<file path="config.mk">
export PLATFORM = sky130hd
export DESIGN_NAME = advance_sequencer
export DESIGN_NICKNAME = d
export VERILOG_FILES = /design/src/rtl/advance_sequencer_pkg.sv /design/src/rtl/advance_sequencer_dwell_timer.sv /design/src/rtl/advance_sequencer.sv
export SDC_FILE = /design/constraint.sdc
export NUM_CORES = 1
export LEC_CHECK = 0
export CAP_MARGIN = 40
export CELL_PAD_IN_SITES_DETAIL_PLACEMENT = 1
export CELL_PAD_IN_SITES_GLOBAL_PLACEMENT = 1
export CORE_MARGIN = 2
export CORE_UTILIZATION = 39
export DETAILED_ROUTE_END_ITERATION = 7
export GPL_TIMING_DRIVEN = 0
export PLACE_DENSITY = 0.91
export SLEW_MARGIN = 10
export SYNTH_ARGS = -nofsm -noshare
export SYNTH_HDL_FRONTEND = slang
export SYNTH_SLANG_ARGS = --single-unit
</file>
<file path="constraint.sdc">
create_clock -name clock -period 6.06 [get_ports clock]
set_clock_uncertainty 0.15 [all_clocks]
set_input_delay 1.212 -clock clock [delete_from_list [all_inputs] [get_ports clock]]
set_output_delay 1.212 -clock clock [all_outputs]
set_load 0.01 [all_outputs]
</file>
<file path="src/rtl/advance_sequencer_pkg.sv">
// Shared types and constants for the advance sequencer and its dwell timer.
package advance_sequencer_pkg;

  typedef enum logic [0:0] {
    IDLE  = 1'b0,
    DWELL = 1'b1
  } seq_state_e;

  localparam int unsigned MIN_DWELL = 1;

endpackage

</file>
<file path="src/rtl/advance_sequencer_dwell_timer.sv">
// Dwell down-counter: loads the step length, decrements while dwelling,
// and flags the last active cycle with a terminal-count compare.
module dwell_timer
  import advance_sequencer_pkg::*;
#(
  parameter int unsigned DWELL_W = 16
) (
  input  logic               clock,
  input  logic               reset,
  input  logic               load,
  input  logic [DWELL_W-1:0] load_value,
  input  logic               decrement,
  input  logic               clear,
  output logic [DWELL_W-1:0] count,
  output logic               terminal
);

  always_ff @(posedge clock) begin
    if (reset) begin
      count <= '0;
    end else if (clear) begin
      count <= '0;
    end else if (load) begin
      count <= load_value;
    end else if (decrement && (count != '0)) begin
      count <= count - DWELL_W'(1);
    end
  end

  // Count reaches MIN_DWELL on the final active cycle of a step.
  assign terminal = (count == DWELL_W'(MIN_DWELL));

endmodule

</file>
<file path="src/rtl/advance_sequencer.sv">
// Advance sequencer: steps an index on accepted advance pulses, holding each
// step active for a programmable dwell, with frame wrap and sticky overrun.
//
//   state | meaning
//   IDLE  | waiting for an advance with enable high
//   DWELL | step in progress, active/busy high until the timer terminates
module advance_sequencer
  import advance_sequencer_pkg::*;
#(
  parameter int unsigned STEPS   = 8,
  parameter int unsigned IDX_W   = 3,
  parameter int unsigned DWELL_W = 16
) (
  input  logic               clock,
  input  logic               reset,
  input  logic               advance,
  input  logic               enable,
  input  logic [DWELL_W-1:0] dwell,
  input  logic [IDX_W-1:0]   last_step,
  input  logic               clear_overrun,
  output logic [IDX_W-1:0]   index,
  output logic               active,
  output logic               step_done,
  output logic               frame_done,
  output logic               busy,
  output logic               overrun
);

  localparam logic [IDX_W-1:0] LAST_MAX = IDX_W'(STEPS - 1);

  seq_state_e         state_q, state_d;
  logic [IDX_W-1:0]   last_q, last_d;
  logic [IDX_W-1:0]   index_d;
  logic               step_done_d, frame_done_d, overrun_d;
  logic               tmr_load, tmr_dec, tmr_clear, tmr_terminal;
  logic [DWELL_W-1:0] tmr_count;
  logic [DWELL_W-1:0] dwell_eff;
  logic [IDX_W-1:0]   last_clamped;
  logic               wrap;

  assign dwell_eff    = (dwell == '0) ? DWELL_W'(MIN_DWELL) : dwell;
  assign last_clamped = (last_step > LAST_MAX) ? LAST_MAX : last_step;
  // >= rather than == so a stale index beyond the frame still wraps.
  assign wrap         = (index >= last_q);

  dwell_timer #(
    .DWELL_W(DWELL_W)
  ) u_dwell_timer (
    .clock      (clock),
    .reset      (reset),
    .load       (tmr_load),
    .load_value (dwell_eff),
    .decrement  (tmr_dec),
    .clear      (tmr_clear),
    .count      (tmr_count),
    .terminal   (tmr_terminal)
  );

  always_ff @(posedge clock) begin
    if (reset) begin
      state_q    <= IDLE;
      last_q     <= '0;
      index      <= '0;
      step_done  <= 1'b0;
      frame_done <= 1'b0;
      overrun    <= 1'b0;
    end else begin
      state_q    <= state_d;
      last_q     <= last_d;
      index      <= index_d;
      step_done  <= step_done_d;
      frame_done <= frame_done_d;
      overrun    <= overrun_d;
    end
  end

  always_comb begin
    state_d      = state_q;
    last_d       = last_q;
    index_d      = index;
    step_done_d  = 1'b0;
    frame_done_d = 1'b0;
    overrun_d    = overrun;
    tmr_load     = 1'b0;
    tmr_dec      = 1'b0;
    tmr_clear    = 1'b0;

    if (clear_overrun) begin
      overrun_d = 1'b0;
    end

    case (state_q)
      IDLE: begin
        if (advance && enable) begin
          state_d  = DWELL;
          tmr_load = 1'b1;
          last_d   = last_clamped;
        end
      end
      DWELL: begin
        // Set after clear so a coincident drop keeps the flag.
        if (advance) begin
          overrun_d = 1'b1;
        end
        if (!enable) begin
          state_d   = IDLE;
          tmr_clear = 1'b1;
        end else if (tmr_terminal) begin
          state_d      = IDLE;
          tmr_dec      = 1'b1;
          step_done_d  = 1'b1;
          frame_done_d = wrap;
          index_d      = wrap ? '0 : index + IDX_W'(1);
        end else begin
          tmr_dec = 1'b1;
        end
      end
      default: begin
        state_d   = IDLE;
        tmr_clear = 1'b1;
      end
    endcase
  end

  assign active = (state_q == DWELL);
  assign busy   = (state_q == DWELL);

endmodule
</file>
### Word-level counts from Yosys, hierarchy flattened

Index checks and enable logic that the tools add are counted.

| operators by class | value |
|---|---|
| $add $sub $neg | 2 |
| $mul | 0 |
| div/mod/pow operators | 0 |
| $lt $le $gt $ge | 2 |
| eq/ne operators | 1 |
| shifts and indexed selects | 0 |
| mux-type cells | 18 |
| bitwise gates (word level) | 3 |
| reduce and logical (&&, ||, !) cells | 10 |

Operators with widths:

| operator | number |
|---|---|
| 16-bit 2-to-1 mux | 3 |
| 16-bit by 1-bit equality test with 1-bit output (second input constant) | 1 |
| 16-bit zero test | 1 |
| 16-bit nonzero test | 1 |
| 16-bit by 1-bit subtractor with 16-bit output (second input constant) | 1 |
| 1-bit 2-to-1 mux | 12 |
| 3-bit 2-to-1 mux | 2 |
| 4-bit OR reduction | 1 |
| 3-bit by 1-bit adder with 3-bit output (second input constant) | 1 |
| 3-bit >= comparator | 1 |
| 3-bit greater-than comparator (second input constant) | 1 |
| 1-bit NOT | 3 |
| 3-bit AND reduction | 1 |
| 3-bit OR reduction | 1 |
| 1-bit logical AND | 2 |
| 1-bit case mux with 2 select lines | 1 |
| 2-bit AND reduction | 1 |
| 2-bit nonzero test | 1 |
| 2-bit OR reduction | 1 |

| word-level totals | value |
|---|---|
| flip-flop bits (word level) | 26 |
| bits in latches | 0 |
| bits in writable memories | 0 |
| memory bits (read-only) | 0 |
| input port bits | 24 |
| memories | 0 |

### Depth between registers and ports, before layout

| depth | value |
|---|---|
| depth in word-level cells | 5 |
| depth in mapped cells | 7 |

### Modules after synthesis

A second synthesis with hierarchy kept.

| second synthesis, totals | value |
|---|---|
| cell total of the unflattened synthesis | 188 |
| area, all modules | 1542.7 µm² |

By module, submodules not included:

| module | instances | cells each | area an instance (µm²) |
|---|---|---|---|
| dwell_timer | 1 | 114 | 954.7 |
| advance_sequencer | 1 | 74 | 588.1 |

### Worst setup path after synthesis

OpenSTA, ideal clock, no wires.

| path | value |
|---|---|
| path type | input -> register |
| start point | in enable |
| end point | reg index[2] |
| setup time | 0.132 ns |
| arrival time | 2.167 ns |
| data required time | 5.778 ns |
| setup slack | 3.611 ns |
| cell stages on the path | 4 |
| cell sequence | nand2_1 -> or4_1 -> o21ai_1 -> a21oi_1 |

| between the ends | value |
|---|---|
| word-level cells in the longest chain between the ends | 1 |

Ends and longest elaborated chain:

| what | line | RTL |
|---|---|---|
| from (decl) | advance_sequencer.sv:17 | `input logic enable,` |
| 3-bit AND reduction (no line) | n/a |  |
| to (signal assigned) | advance_sequencer.sv:70 | `index <= index_d;` |
| to (decl) | advance_sequencer.sv:21 | `output logic [IDX_W-1:0] index,` |

No other way between the ends.
A chain may end at the register's enable or synchronous reset.

### Final worst setup path

| path | value |
|---|---|
| start point | in enable |
| end point | reg u_dwell_timer.count[13] |

| between the ends | value |
|---|---|
| word-level cells in the longest chain between the ends | 4 |
| elaborated cells between the ends (all ways) | 11 |

Ends and longest elaborated chain:

| what | line | RTL |
|---|---|---|
| 1-bit logical AND or 1-bit 2-to-1 mux (tied branches) | advance_sequencer.sv:94, advance_sequencer.sv:105 |  |
| 1-bit 2-to-1 mux (on tied branches) | advance_sequencer.sv:94, advance_sequencer.sv:92 |  |
| 1-bit 2-to-1 mux or 1-bit logical AND (tied branches) | advance_sequencer.sv:92, advance_sequencer_dwell_timer.sv:25 |  |
| 16-bit 2-to-1 mux or 2-bit nonzero test (tied branches) | n/a |  |
| to (signal assigned) | advance_sequencer_dwell_timer.sv:24 | `count <= load_value;` |
| to (signal assigned) | advance_sequencer_dwell_timer.sv:26 | `count <= count - DWELL_W'(1);` |
| to (decl) | advance_sequencer_dwell_timer.sv:14 | `output logic [DWELL_W-1:0] count,` |

Several ways; a longest one is shown, not always the timed one.

==> flow_metrics.tcl <==
set metrics [dict create \
    clkTransAtPathRegs_ns 0.10 \
    synth_area_leader_cell "dfxtp_1" \
    synth.distinct_cells 33 \
    synth_commonest_cells "26 x dfxtp_1, 25 x a21oi_1, 23 x nand2_1" \
    rsz0062_at_grt "no" \
    cts_max_level 1 \
    die_x_um 65.24 \
    period_needed_ns 3.044 \
    syn-num-nets 221 \
    async_reset_ff_share_pct 0 \
    drive_above_1_share_pct 4.425 \
    drv_cap 0 \
    globalplace.congestion 0.8421 \
    grt_max_degree 16 \
    placedCellCount 270 \
    die_area_um2 4256 \
    finalCritPeriodShare_pct 50.23 \
    powerDensity_nw_per_um2 233.5 \
    first_pass_iters 4 \
    port_buffers 31 \
    clock-sinks 26 \
    first_global_vias 1612 \
    synthMostInstantiatedCell "dfxtp_1" \
    power.static_leakage_nw 0.6484 \
    cts_root_buf "clkbuf_8" \
    grt_pass1_wl_mm 7.286 \
    gr-total-overflow 0 \
    vdd.ir_drop.worst_uv 82.87 \
    fp-row-count 22 \
    track_usage_pct 21.78 \
    ys_top_cells_by_area "dfxtp_1 36%, a21oi_1 8.6%, o21ai_0 6.2%" \
    cp-start-kind "primary input" \
    fin_nets 257 \
    holdCritPathClass "reg -> reg" \
    max_freq_mhz 328.5 \
    ys_warn_count 0 \
    antenna_found_initial 0 \
    core_um2 3633 \
    cts_buffers 3 \
    synth-seq-area-share_pct 35.59 \
    syn_area_um2 1463 \
    routed_wl_mm 4.396 \
    end_kind "flip-flop" \
    layout.cells.non_filler 274 \
    hold_viol 0 \
    ys_seq_elements 26 \
    syn_to_final_growth_pct 30.20 \
    synth_top_area_share_pct 35.59 \
    wl_per_cell_um 16.04 \
    fillers 454 \
    ant_nets 0 \
    syn_avg_cell_area_um2 7.658 \
    synthFlopType "dfxtp_1" \
    cp_max_fo 10 \
    setup_tns_ns 0 \
    first_iter_violations 63 \
    max-clock-path-buffers 2 \
    netlist_instances 191 \
    cts_resized 0 \
    initial_core_util_pct 40.25 \
    viasPerCell 5.730 \
    clock_latency_ns 0.28 \
    worst-endpoint-required_ns 6.12 \
    finalSetupViolCount 0 \
    cts_hold_buf 0 \
    synth_edf_count 0 \
    io_pins 32 \
    vias 1570 \
    drc 0 \
    report.final.slew_viol_count 0 \
    arrival_ns 3.10 \
    outcome "finished clean" \
    postCtsSetupRepairBufs 0 \
    diodes 0 \
    worstSetupPathType "in -> reg" \
    dp_hpwl_mm 3.390 \
    relSlewSlack_pct 36.71 \
    die_h_um 65.24 \
    cts_tree "yes" \
    tightest_slew_ns 0.9407 \
]
[per-layer routing]
| layer | wire length [um] | up-vias | track usage [%] | share of wire [%] |
|---|---|---|---|---|
| met2 | 2218 | 44 | 39.80 | 50 |
| li1 | - | 763 | - | - |
| met1 | 1891 | 753 | 26.59 | 43 |
| met3 | 189 | 10 | 2.397 | 4.3 |
| met4 | 97 | 0 | 6.771 | 2.2 |
| met5 | 0 | - | 0 | 0 |
[sequential cells by signal (all words and copies together), names as in the netlist]
signal	count
frame_done	1
index	3
active	1
last_q	3
u_dwell_timer.count	16
step_done	1
overrun	1
[cells in the final DEF, fill, tap and decap left out, types with 2 or more instances in the layout]
| cell | Yosys | final |
|---|---|---|
| clkdlybuf4s50_1 | 0 | 31 |
| dfxtp_1 | 26 | 26 |
| a21oi_1 | 25 | 25 |
| nand2_1 | 23 | 23 |
| o21ai_0 | 18 | 18 |
| nor2_1 | 12 | 12 |
| nand3_1 | 10 | 10 |
| nor4_1 | 9 | 9 |
| inv_1 | 7 | 7 |
| clkbuf_1 | 7 | 7 |
| ha_1 | 6 | 6 |
| nor3_1 | 5 | 5 |
| xnor2_1 | 4 | 4 |
| nand4_1 | 4 | 4 |
| or3_1 | 3 | 3 |
| or4_1 | 3 | 3 |
| a211oi_1 | 3 | 3 |
| clkbuf_8 | 0 | 3 |
| or2_2 | 2 | 2 |
| and2_1 | 2 | 2 |
| o21ai_1 | 2 | 2 |
| a21o_1 | 2 | 2 |
| nand2b_1 | 2 | 2 |
| xor2_1 | 2 | 2 |
| o31ai_1 | 2 | 2 |
| a31oi_1 | 2 | 2 |
| nand4b_1 | 2 | 2 |
[where the power goes]
part,total [mW],internal (mW),switching [mW],leakage [nW]
sequential,0.193,0.181,0.0121,0.213
clock,0.147,0.0885,0.0587,0.0357
combinational,0.104,0.0447,0.0597,0.400
total,0.445,0.314,0.131,0.648
[path summary, 6_finish.rpt]
path	startpoint	slack [ns]	endpoint	cells past startpoint
setup reg to reg	u_dwell_timer.count[0]	3.59	u_dwell_timer.count[14]	7
hold reg to reg	last_q[2]	0.31	last_q[2]	2
hold / removal	last_q[2]	0.31	last_q[2]	2
setup / recovery	enable	3.02	u_dwell_timer.count[13]	6
[metrics by stage]
step / utilization [%] / total power [mW] / setup slack, ns / hold WS [ns] / cell area (um2)
floorplan: - / 0.2577 / 3.611 / 0.2863 / 1463
global placement: 50.45 / 0.2951 / 2.794 / 0.2925 / 1833
detailed placement: 50.45 / 0.2983 / 2.756 / 0.3070 / 1833
CTS: 52.41 / 0.4433 / 3.051 / 0.3208 / 1904
global route: 52.41 / 0.4628 / 2.940 / 0.3336 / 1904
finish: 52.41 / 0.4446 / 3.016 / 0.3146 / 1904
[cell families after synthesis]
family | synth area share [%]
flops | 35.59
simple gates | 30.54
compound gates | 21.04
xor+xnor | 3.593
fa+ha+maj | 5.132
buf+inv | 4.107
[critical path, cell delays in order]
cell	delay, ns
clkdlybuf4s50_1	0.51
nand2_1	0.24
nor4_1	0.62
nand3_1	0.17
xor2_1	0.18
a21oi_1	0.16
[cell type report]
cell class | count | area (um2) | area share, %
multi-input cells | 150 | 882.1 | 46.32
repair buffers | 31 | 310.3 | 16.29
clock buffers | 3 | 41.29 | 2.168
inverters | 7 | 26.28 | 1.380
clock inverters | 1 | 30.03 | 1.577
plain buffers | 8 | 33.78 | 1.774
flip-flops and latches | 26 | 520.5 | 27.33
well taps | 48 | 60.06 | 3.154
Note: power is estimated with default switching activity, not from simulation.
